### src/rtl/keypad_entry_if.sv
// rtl/keypad_entry_if.sv - committed-setpoint valid/ack handshake between keypad_entry and the countdown core
//
// Signals:
//   value        16  committed BCD setpoint {m10,m1,s10,s1}, stable while value_valid=1
//   value_valid   1  committed setpoint pending
//   value_ack     1  consumer accepts value; clears value_valid at the sampling edge
// Modports:
//   master  keypad_entry side (drives value/value_valid)
//   slave   countdown core side (drives value_ack)
interface keypad_entry_if;
  logic [15:0] value;
  logic        value_valid;
  logic        value_ack;

  modport master (output value, output value_valid, input value_ack);
  modport slave  (input value, input value_valid, output value_ack);
endinterface

### src/rtl/keypad_entry.sv
// rtl/keypad_entry.sv - debounces scanner key events and assembles a 4-digit BCD MM:SS setpoint
//
// Parameters:
//   DEBOUNCE_CYCLES  stable scan clocks required for press and for release (1..15)
// Ports:
//   scan_clk     in   1  scan clock shared with the keypad driver
//   rst          in   1  synchronous active-high reset
//   keydown      in   1  key-held flag from the scanner
//   key          in   4  key code (row*4+col), stable while keydown=1
//   entry        out 16  live BCD digits {d3,d2,d1,d0}, d0 most recent
//   digit_count  out  3  digits entered, 0..4
//   err          out  1  one-cycle pulse on a rejected key action
//   val_if       master  value/value_valid/value_ack handshake
// Build option:
//   KEYPAD_ENTRY_RANGE_CHECK_EN  reject COMMIT when the seconds-tens digit exceeds 5
module keypad_entry #(
  parameter int DEBOUNCE_CYCLES = 4
) (
  input  logic           scan_clk,
  input  logic           rst,
  input  logic           keydown,
  input  logic [3:0]     key,
  output logic [15:0]    entry,
  output logic [2:0]     digit_count,
  output logic           err,
  keypad_entry_if.master val_if
);

  localparam logic [3:0] DC = 4'(DEBOUNCE_CYCLES);

  localparam logic [3:0] KEY_CLEAR  = 4'd10;
  localparam logic [3:0] KEY_BACK   = 4'd11;
  localparam logic [3:0] KEY_COMMIT = 4'd12;

  typedef enum logic [1:0] {S_IDLE, S_DEBOUNCE, S_HELD} state_e;

  state_e      state_q, state_d;
  logic [3:0]  cnt_q, cnt_d;
  logic [3:0]  cur_key_q, cur_key_d;
  logic [15:0] entry_q, entry_d;
  logic [2:0]  count_q, count_d;
  logic [15:0] value_q, value_d;
  logic        valid_q, valid_d;
  logic        err_q, err_d;

  // One-cycle strobe from the FSM: the press has been stable long enough.
  logic        accept;
  logic [3:0]  acc_key;

  always_ff @(posedge scan_clk) begin
    if (rst) begin
      state_q   <= S_IDLE;
      cnt_q     <= 4'd0;
      cur_key_q <= 4'd0;
      entry_q   <= 16'h0;
      count_q   <= 3'd0;
      value_q   <= 16'h0;
      valid_q   <= 1'b0;
      err_q     <= 1'b0;
    end else begin
      state_q   <= state_d;
      cnt_q     <= cnt_d;
      cur_key_q <= cur_key_d;
      entry_q   <= entry_d;
      count_q   <= count_d;
      value_q   <= value_d;
      valid_q   <= valid_d;
      err_q     <= err_d;
    end
  end

  // Debounce FSM. cnt counts stable presses in DEBOUNCE and stable
  // releases in HELD; the edge that samples the DC-th one acts.
  always_comb begin
    state_d   = state_q;
    cnt_d     = cnt_q;
    cur_key_d = cur_key_q;
    accept    = 1'b0;
    acc_key   = cur_key_q;
    case (state_q)
      S_IDLE: begin
        if (keydown) begin
          cur_key_d = key;
          acc_key   = key;
          if (DC == 4'd1) begin
            accept  = 1'b1;
            state_d = S_HELD;
            cnt_d   = 4'd0;
          end else begin
            state_d = S_DEBOUNCE;
            cnt_d   = 4'd1;
          end
        end
      end
      S_DEBOUNCE: begin
        if (keydown && (key == cur_key_q)) begin
          if (cnt_q + 4'd1 == DC) begin
            accept  = 1'b1;
            state_d = S_HELD;
            cnt_d   = 4'd0;
          end else begin
            cnt_d = cnt_q + 4'd1;
          end
        end else begin
          state_d = S_IDLE;
          cnt_d   = 4'd0;
        end
      end
      S_HELD: begin
        if (keydown) begin
          cnt_d = 4'd0;
        end else if (cnt_q + 4'd1 == DC) begin
          state_d = S_IDLE;
          cnt_d   = 4'd0;
        end else begin
          cnt_d = cnt_q + 4'd1;
        end
      end
      default: begin
        state_d = S_IDLE;
        cnt_d   = 4'd0;
      end
    endcase
  end

  // Key actions and handshake. COMMIT looks at valid_q (pre-ack), so a
  // commit landing on the ack edge is still seen as pending and dropped.
  always_comb begin
    entry_d = entry_q;
    count_d = count_q;
    value_d = value_q;
    valid_d = valid_q & ~val_if.value_ack;
    err_d   = 1'b0;
    if (accept) begin
      if (acc_key <= 4'd9) begin
        if (count_q < 3'd4) begin
          entry_d = {entry_q[11:0], acc_key};
          count_d = count_q + 3'd1;
        end else begin
          err_d = 1'b1;
        end
      end else if (acc_key == KEY_CLEAR) begin
        entry_d = 16'h0;
        count_d = 3'd0;
      end else if (acc_key == KEY_BACK) begin
        if (count_q != 3'd0) begin
          entry_d = {4'h0, entry_q[15:4]};
          count_d = count_q - 3'd1;
        end
      end else if (acc_key == KEY_COMMIT) begin
        if (count_q == 3'd0) begin
          err_d = 1'b1;
        end else if (valid_q) begin
          err_d = 1'b0;
`ifdef KEYPAD_ENTRY_RANGE_CHECK_EN
        end else if (entry_q[7:4] > 4'd5) begin
          err_d = 1'b1;
`endif
        end else begin
          value_d = entry_q;
          valid_d = 1'b1;
          entry_d = 16'h0;
          count_d = 3'd0;
        end
      end
    end
  end

  assign entry              = entry_q;
  assign digit_count        = count_q;
  assign err                = err_q;
  assign val_if.value       = value_q;
  assign val_if.value_valid = valid_q;

endmodule

### src/flat_wrapper.sv
// flat-port wrapper written by rule: the top's interface ports become plain ports
module keypad_entry_flat 
#(
  parameter int DEBOUNCE_CYCLES = 4
)
  (scan_clk, rst, keydown, key, entry, digit_count, err, val_if_value, val_if_value_valid, val_if_value_ack);
  keypad_entry_if val_if_i ();
  input  logic scan_clk;
  input  logic rst;
  input  logic keydown;
  input  logic [3:0] key;
  output logic [15:0] entry;
  output logic [2:0] digit_count;
  output logic err;
  output wire logic [$bits(val_if_i.value)-1:0] val_if_value;
  output wire logic [$bits(val_if_i.value_valid)-1:0] val_if_value_valid;
  input wire logic [$bits(val_if_i.value_ack)-1:0] val_if_value_ack;
  assign val_if_value = val_if_i.value;
  assign val_if_value_valid = val_if_i.value_valid;
  assign val_if_i.value_ack = val_if_value_ack;
  keypad_entry #(.DEBOUNCE_CYCLES(DEBOUNCE_CYCLES)) u_core (.scan_clk(scan_clk), .rst(rst), .keydown(keydown), .key(key), .entry(entry), .digit_count(digit_count), .err(err), .val_if(val_if_i));
endmodule
### config.mk
export PLATFORM = sky130hd
export DESIGN_NAME = keypad_entry_flat
export DESIGN_NICKNAME = d
export VERILOG_FILES = /design/src/rtl/keypad_entry_if.sv /design/src/rtl/keypad_entry.sv /design/src/flat_wrapper.sv
export SDC_FILE = /design/constraint.sdc
export NUM_CORES = 1
export LEC_CHECK = 0
export CORE_MARGIN = 5
export CORE_UTILIZATION = 43
export DETAILED_ROUTE_END_ITERATION = 10
export GPL_ROUTABILITY_DRIVEN = 0
export PLACE_DENSITY = 0.65
export SYNTH_ARGS = -nofsm -noshare
export SYNTH_HDL_FRONTEND = slang
export SYNTH_SLANG_ARGS = --single-unit
### constraint.sdc
create_clock -name scan_clk -period 4 [get_ports scan_clk]
set_clock_uncertainty 0.1 [all_clocks]
set_input_delay 0.8 -clock scan_clk [delete_from_list [all_inputs] [get_ports scan_clk]]
set_output_delay 0.8 -clock scan_clk [all_outputs]
set_load 0.005 [all_outputs]
### After elaboration in Yosys (flattened, before gate mapping)

Cells that the tools add are included.

* bits in registers: 47
* bits of input ports: 8

* add/subtract/negate cells: 3
* $lt $le $gt $ge: 2
* equal/unequal tests: 15
* muxes and demuxes: 45
* bitwise gates (word level): 8
* reductions and logical operators: 9

Operator list (number)
* 2-to-1 mux 16 bit: 8
* 2-to-1 mux 3 bit: 8
* 2-to-1 mux 4 bit: 6
* 2-to-1 mux 1 bit: 16
* == test 4 bit, second input constant: 3
* case mux 4 bit (3 select lines): 1
* 2-to-1 mux 2 bit: 5
* inverter 1 bit: 7
* AND reduction 7 bit: 1
* != test 2 bit, second input constant: 3
* case mux 2 bit (3 select lines): 1
* AND reduction 6 bit: 1
* adder 4 x 1 -> 4 bit, second input constant: 1
* == test 4 x 3 -> 1 bit, second input constant: 1
* == test 4 bit: 1
* less-or-equal comparator 4 bit, second input constant: 1
* != test 4 x 1 -> 1 bit, second input constant: 1
* != test 4 x 2 -> 1 bit, second input constant: 1
* != test 4 bit, second input constant: 1
* AND reduction 4 bit: 1
* nonzero test 4 bit: 1
* adder 3 x 1 -> 3 bit, second input constant: 1
* logical NOT 3 bit: 1
* < comparator 3 bit, second input constant: 1
* other kinds (10): 10

### Depth between registers and ports, before layout

* depth after elaboration: 9
* mapped depth: 9
* mapped depth without buffers: 7

### Least setup slack after synthesis

No wires, ideal clock.

* path type: input -> register
* from: input key[1]
* to: register u_core.count_q[2] (netlist: u_core.digit_count[2])
* library setup time: 0.133 ns
* data arrival time: 2.214 ns
* required time: 3.767 ns
* path slack: 1.553 ns
* stages: 8
* buffers on the path: 3
* path through: buf_4 -> xnor2_1 -> nand4b_1 -> or3_1 -> buf_6 -> buf_6 -> nor4_1 -> o32ai_1

* longest elaborated chain between the ends: 6
* elaborated cells on any way between the ends: 19

Ends and longest elaborated chain
* start, declared: RTL line flat_wrapper.sv:11 `input logic [3:0] key;`
* branches (longest 6 deep; another with less-or-equal comparator 4 bit)
* end signal, assigned: RTL line keypad_entry.sv:65 `count_q <= count_d;`
* end, declared: RTL line keypad_entry.sv:41 `logic [2:0] count_q, count_d;`

Parallel ways; which one is timed is not known.
A chain may end at the register's enable or synchronous reset.

### Worst setup path after layout

* from: input key[1]
* to: register u_core.entry_q[2] (netlist: u_core.entry[2])

* longest elaborated chain between the ends: 6
* elaborated cells on any way between the ends: 19

Ends and longest elaborated chain
* branches (longest 6 deep; another with less-or-equal comparator 4 bit)
* end signal, assigned: RTL line keypad_entry.sv:64 `entry_q <= entry_d;`
* end, declared: RTL line keypad_entry.sv:40 `logic [15:0] entry_q, entry_d;`

Parallel ways; which one is timed is not known.

==> impl_results.html <==
<table>
<tr><th>Metric</th><th>Value</th></tr>
<tr><th colspan="2">Die</th></tr>
<tr><td>Area enclosed by the die boundary</td><td>0.00750 mm2</td></tr>
<tr><td>Starting Density</td><td>0.450</td></tr>
<tr><td>Placement Rows</td><td>27</td></tr>
<tr><td>I/O pin total</td><td>45</td></tr>
<tr><td>Height of the die</td><td>86.6 um</td></tr>
<tr><td>Core Footprint</td><td>approximately 0.0056 mm2</td></tr>
<tr><td>Horiz. Die Dim</td><td>86.6 um</td></tr>
<tr><th colspan="2">Flow run</th></tr>
<tr><td>Maximum Capacitance Violations</td><td>0</td></tr>
<tr><th colspan="2">Worst setup path</th></tr>
<tr><td>Data arrival at the endpoint of the critical path</td><td>3230 ps</td></tr>
<tr><td>R2r setup slk</td><td>1290 ps</td></tr>
<tr><td>Critical Path, Cell by Cell</td><td>clkdlybuf4s50_1 -&gt; xnor2_1 -&gt; nand4b_1 -&gt; or3_1 -&gt; nor3_4 -&gt; a211oi_1</td></tr>
<tr><td>Required time of the critical path</td><td>4060 ps</td></tr>
<tr><td>R2R Path End</td><td>u_core.entry[2]</td></tr>
<tr><td>Reg-to-reg critical path startpoint</td><td>u_core.cnt_q[0]</td></tr>
<tr><td>Type of the worst setup path</td><td>input port to flip-flop</td></tr>
<tr><td>CP Launch Point</td><td>key[1]</td></tr>
<tr><td>Depth of the worst register-to-register path</td><td>6</td></tr>
<tr><td>Sort of element at the start of the critical path</td><td>input port</td></tr>
<tr><td>CP Capture Type</td><td>flip-flop</td></tr>
<tr><td>Peak per-stage delay on the critical path</td><td>730 ps</td></tr>
<tr><td>CP Capture Point</td><td>u_core.entry[2]</td></tr>
<tr><td>Master of the slowest instance on the critical path</td><td>sky130_fd_sc_hd__or3_1</td></tr>
<tr><td>Critical path peak fanout</td><td>23</td></tr>
<tr><th colspan="2">Pwr</th></tr>
<tr><td>Internal portion of total power</td><td>between 0.6 and 0.7 mW</td></tr>
<tr><td>Sequential Power Share</td><td>0.550</td></tr>
<tr><td>Max rail drop VDD</td><td>0.141 mV</td></tr>
<tr><td>Proportion of power drawn by combinational gates</td><td>0.095</td></tr>
<tr><td>Overall power</td><td>between 0.8 and 0.9 mW</td></tr>
<tr><td>Clock share of power</td><td>0.355</td></tr>
<tr><td>Switching pwr</td><td>0.226 mW</td></tr>
<tr><td>P_leak</td><td>0.988 nW</td></tr>
<tr><td>Proportion of total power due to net switching</td><td>0.260</td></tr>
<tr><td>Power Dens Cells</td><td>approximately 280 mW/mm2</td></tr>
<tr><th colspan="2">Timing</th></tr>
<tr><td>Sum of negative setup slack</td><td>0 ps</td></tr>
<tr><td>Final WS setup</td><td>834 ps</td></tr>
<tr><td>RSZ-0062 raised after global routing</td><td>false</td></tr>
<tr><td>Fraction of the cycle the final worst path needs</td><td>0.791</td></tr>
<tr><td>FMAX</td><td>316 MHz</td></tr>
<tr><td>Final count of hold timing violations</td><td>0</td></tr>
<tr><td>Shortest period the worst path allows</td><td>3170 ps</td></tr>
<tr><td>Worst-margin pin slew</td><td>1070 ps</td></tr>
<tr><td>Number of endpoints failing setup at the final stage</td><td>0</td></tr>
<tr><td>Slew Limit Fails</td><td>0</td></tr>
<tr><td>Slew HR</td><td>0.286</td></tr>
<tr><td>Hold slack final</td><td>380 ps</td></tr>
<tr><th colspan="2">Yosys</th></tr>
<tr><td>Area share of the largest cell type after synthesis</td><td>0.373</td></tr>
<tr><td>Synthesized instance count</td><td>between 200 and 300</td></tr>
<tr><td>Total nets after synthesis</td><td>292</td></tr>
<tr><td>Total standard cell area after synthesis</td><td>0.00252 mm2</td></tr>
<tr><td>Share of flip-flops with an asynchronous set or reset</td><td>0</td></tr>
<tr><td>Syn Area/Cell</td><td>~9.0 um2</td></tr>
<tr><td>Sequential element share of the synthesized area</td><td>0.373</td></tr>
<tr><td>Post-synthesis cell type with the largest combined area</td><td>sky130_fd_sc_hd__dfxtp_1</td></tr>
<tr><td>Cell types occupying the most area after synthesis</td><td>sky130_fd_sc_hd__dfxtp_1 37%, sky130_fd_sc_hd__o21ai_0 5.0%, sky130_fd_sc_hd__nand3_1 4.6%, sky130_fd_sc_hd__a21oi_1 4.2%, sky130_fd_sc_hd__a211oi_1 3.3%</td></tr>
<tr><td>Flip-flop and latch count after synthesis</td><td>47</td></tr>
<tr><td>Unique cell type count in the Yosys netlist</td><td>54</td></tr>
<tr><td>Dominant synthesized flop cell</td><td>sky130_fd_sc_hd__dfxtp_1</td></tr>
<tr><td>Number of warnings issued by yosys</td><td>0</td></tr>
<tr><td>Number of synthesized flops with an enable pin</td><td>0</td></tr>
<tr><th colspan="2">Layout</th></tr>
<tr><td>Layout cells sized above 1</td><td>0.108</td></tr>
<tr><td>Number of nets in the finished design</td><td>~330</td></tr>
<tr><td>Area of all placed cells without fillers</td><td>just over 0.003 mm2</td></tr>
<tr><td>Final std cells w/o fill</td><td>387</td></tr>
<tr><td>Share of the core filled with cells</td><td>0.546</td></tr>
<tr><td>Layout fillers</td><td>534</td></tr>
<tr><td>Total inserted antenna cells</td><td>0</td></tr>
<tr><td>Synth-to-Final Area Change</td><td>21.4%</td></tr>
<tr><th colspan="2">GRT</th></tr>
<tr><td>Global-route wire length before repair</td><td>approximately 11 mm</td></tr>
<tr><td>Final global-route overflow total</td><td>0</td></tr>
<tr><td>Global routing usage summed across all routing layers</td><td>0.185</td></tr>
<tr><td>Vias in the first global route</td><td>2133</td></tr>
<tr><td>Initial antenna violation count</td><td>0</td></tr>
<tr><td>Largest net degree at the start of global routing</td><td>between 40 and 50</td></tr>
<tr><th colspan="2">CTS</th></tr>
<tr><td>Cell at the root of the clock tree</td><td>sky130_fd_sc_hd__clkbuf_8</td></tr>
<tr><td>Clock tree from TritonCTS</td><td>yes</td></tr>
<tr><td>Post-CTS setup buffer count</td><td>0</td></tr>
<tr><td>Clk Latency, worst-skew pair</td><td>300 ps</td></tr>
<tr><td>Clock tree buffer depth</td><td>2</td></tr>
<tr><td>Quantity of hold-fixing buffers added after cts</td><td>0</td></tr>
<tr><td>Clock net sink count</td><td>between 40 and 50</td></tr>
<tr><td>Number of CTS-inserted buffers</td><td>5</td></tr>
<tr><td>Total number of H-tree levels</td><td>2</td></tr>
<tr><td>Reg clk slew, reported paths</td><td>~100 ps</td></tr>
<tr><td>Count of cells resized by post-cts repair</td><td>0</td></tr>
<tr><th colspan="2">Min path</th></tr>
<tr><td>Class of the most critical hold timing path</td><td>flip-flop to flip-flop</td></tr>
<tr><th colspan="2">Outcome</th></tr>
<tr><td>Result of the run</td><td>finished clean</td></tr>
<tr><th colspan="2">Routing</th></tr>
<tr><td>Residual DRC count</td><td>0</td></tr>
<tr><td>1st-iter DRT viols</td><td>between 150 and 200</td></tr>
<tr><td>Post-route antenna net violation count</td><td>0</td></tr>
<tr><td>Via-per-instance ratio</td><td>5.90</td></tr>
<tr><td>Routed wire length per instance</td><td>about 17 um</td></tr>
<tr><td>Total via count in the routed design</td><td>2284</td></tr>
<tr><td>Pre-Repair DR Iteration Count</td><td>4</td></tr>
<tr><td>Total wire length</td><td>6.70 mm</td></tr>
<tr><th colspan="2">Placement</th></tr>
<tr><td>Worst slack, placed</td><td>approximately 500 ps</td></tr>
<tr><td>Post-detailed-placement half-perimeter wirelength</td><td>4.50 mm</td></tr>
<tr><td>Number of instances in the placed design</td><td>~380</td></tr>
<tr><td>Total of buffers placed on input and output ports</td><td>44</td></tr>
<tr><td>Instance area at placement</td><td>0.00296 mm2</td></tr>
</table>
[power groups by stage]
stage	logic, mW	clock network (mW)	registers (mW)
after global routing	0.0902	0.329	0.480
after detailed placement	0.0821	0	0.490
final	0.0825	0.309	0.479
after global placement	0.0811	0	0.489
after floorplan	0.0608	0	0.487
after CTS	0.0823	0.316	0.479
[Yosys cell counts (all sizes together), types with 4 or more instances]
master and number:
dfxtp 47, o21ai 25, nand3 24, a21oi 21, nor2 15, buf 14
a211oi 11, a22oi 11, a31oi 11, nand2 11, mux2i 9, clkbuf 8
nor3 6, nor3b 6, ha 5, inv 5, mux2 4, nor2b 4
nor4 4, o211ai 4, xnor2 4
[area by class of cell]
type / count / area [um2] / share of cell area
well taps: 72 / 90.1 / 0.0294
clock inverters: 2 / 16.3 / 0.00531
inverters: 5 / 18.8 / 0.00613
multi-input cells: 205 / 1430 / 0.466
flip-flops and latches: 47 / 941 / 0.307
repair buffers: 50 / 485 / 0.159
clock buffers: 6 / 82.6 / 0.0270
[state kept, by name (all words and copies together), names as in the netlist]
name and count:
u_core.val_if.value_valid 1, u_core.entry 16, u_core.err 1, u_core.state_q 2
u_core.cur_key_q 4, u_core.digit_count 3, u_core.cnt_q 4, u_core.val_if.value 16
[cell usage in the layout, fill, tap and decap left out, types with 2 or more instances in the layout]
master	synthesis	layout
sky130_fd_sc_hd__nor3b_2	2	2
sky130_fd_sc_hd__inv_1	5	5
sky130_fd_sc_hd__and2_1	3	3
sky130_fd_sc_hd__nand4b_1	2	2
sky130_fd_sc_hd__clkdlybuf4s50_1	0	44
sky130_fd_sc_hd__and3b_1	2	2
sky130_fd_sc_hd__a211oi_1	11	11
sky130_fd_sc_hd__a31oi_1	10	10
sky130_fd_sc_hd__a31o_2	2	2
sky130_fd_sc_hd__buf_4	4	6
sky130_fd_sc_hd__nand3b_1	2	2
sky130_fd_sc_hd__o211ai_1	4	4
sky130_fd_sc_hd__nor3_1	4	4
sky130_fd_sc_hd__ha_1	5	5
sky130_fd_sc_hd__or3_1	2	2
sky130_fd_sc_hd__nor2b_1	4	4
sky130_fd_sc_hd__o21ai_0	25	25
sky130_fd_sc_hd__nor4_1	4	4
sky130_fd_sc_hd__dfxtp_1	47	47
sky130_fd_sc_hd__xnor2_1	4	4
sky130_fd_sc_hd__mux2i_1	8	8
sky130_fd_sc_hd__nor2_1	15	15
sky130_fd_sc_hd__clkbuf_8	0	6
sky130_fd_sc_hd__nor3b_1	4	4
sky130_fd_sc_hd__a22oi_1	10	10
sky130_fd_sc_hd__a21oi_1	21	21
sky130_fd_sc_hd__mux2_2	3	3
sky130_fd_sc_hd__nand3_1	23	23
sky130_fd_sc_hd__nand2_1	11	11
[critical path, delay by kind of cell]
| family | cells | cell delay, ps |
|---|---|---|
| buffers and inverters | 1 | 640 |
| AO/OA/AOI/OAI | 1 | 150 |
| AND/OR/NAND/NOR | 3 | 1470 |
| XOR/XNOR | 1 | 160 |
[worst min-delay path by stage]
stage,depth (start not counted),startpoint,slack (ps),end
4_1_cts,2,u_core.val_if.value[5],380,u_core.val_if.value[5]
3_5_place_dp,2,u_core.val_if.value[2],370,u_core.val_if.value[2]
2_1_floorplan,2,u_core.val_if.value[15],370,u_core.val_if.value[15]
6_report,2,u_core.val_if.value[14],380,u_core.val_if.value[14]
5_1_grt,2,u_core.val_if.value[2],400,u_core.val_if.value[2]
3_3_place_gp,2,u_core.val_if.value[13],360,u_core.val_if.value[13]
[logic make-up (layout without fill, tap and decap cells)]
| kind of cell | after synthesis | count (layout) | synth area share |
|---|---|---|---|
| AOI/OAI and AO/OA | 98 | 98 | 0.274 |
| and+or+nand+nor | 84 | 84 | 0.193 |
| DFF | 47 | 47 | 0.373 |
| buffers and inverters | 27 | 63 | 0.0610 |
| muxes | 13 | 13 | 0.0565 |
| adders and majority gates | 5 | 5 | 0.0248 |
| xor gates and xnor gates | 5 | 5 | 0.0174 |
[per-layer routing]
layer,routed length [um],share of wire,vias up,GRT usage
met5,0,0,-,0
met4,75,0.011,0,0.0439
met3,349,0.052,9,0.0380
met2,3120,0.47,69,0.291
met1,3160,0.47,1082,0.258
li1,-,-,1124,-
Power figures use the tool's default switching activity.
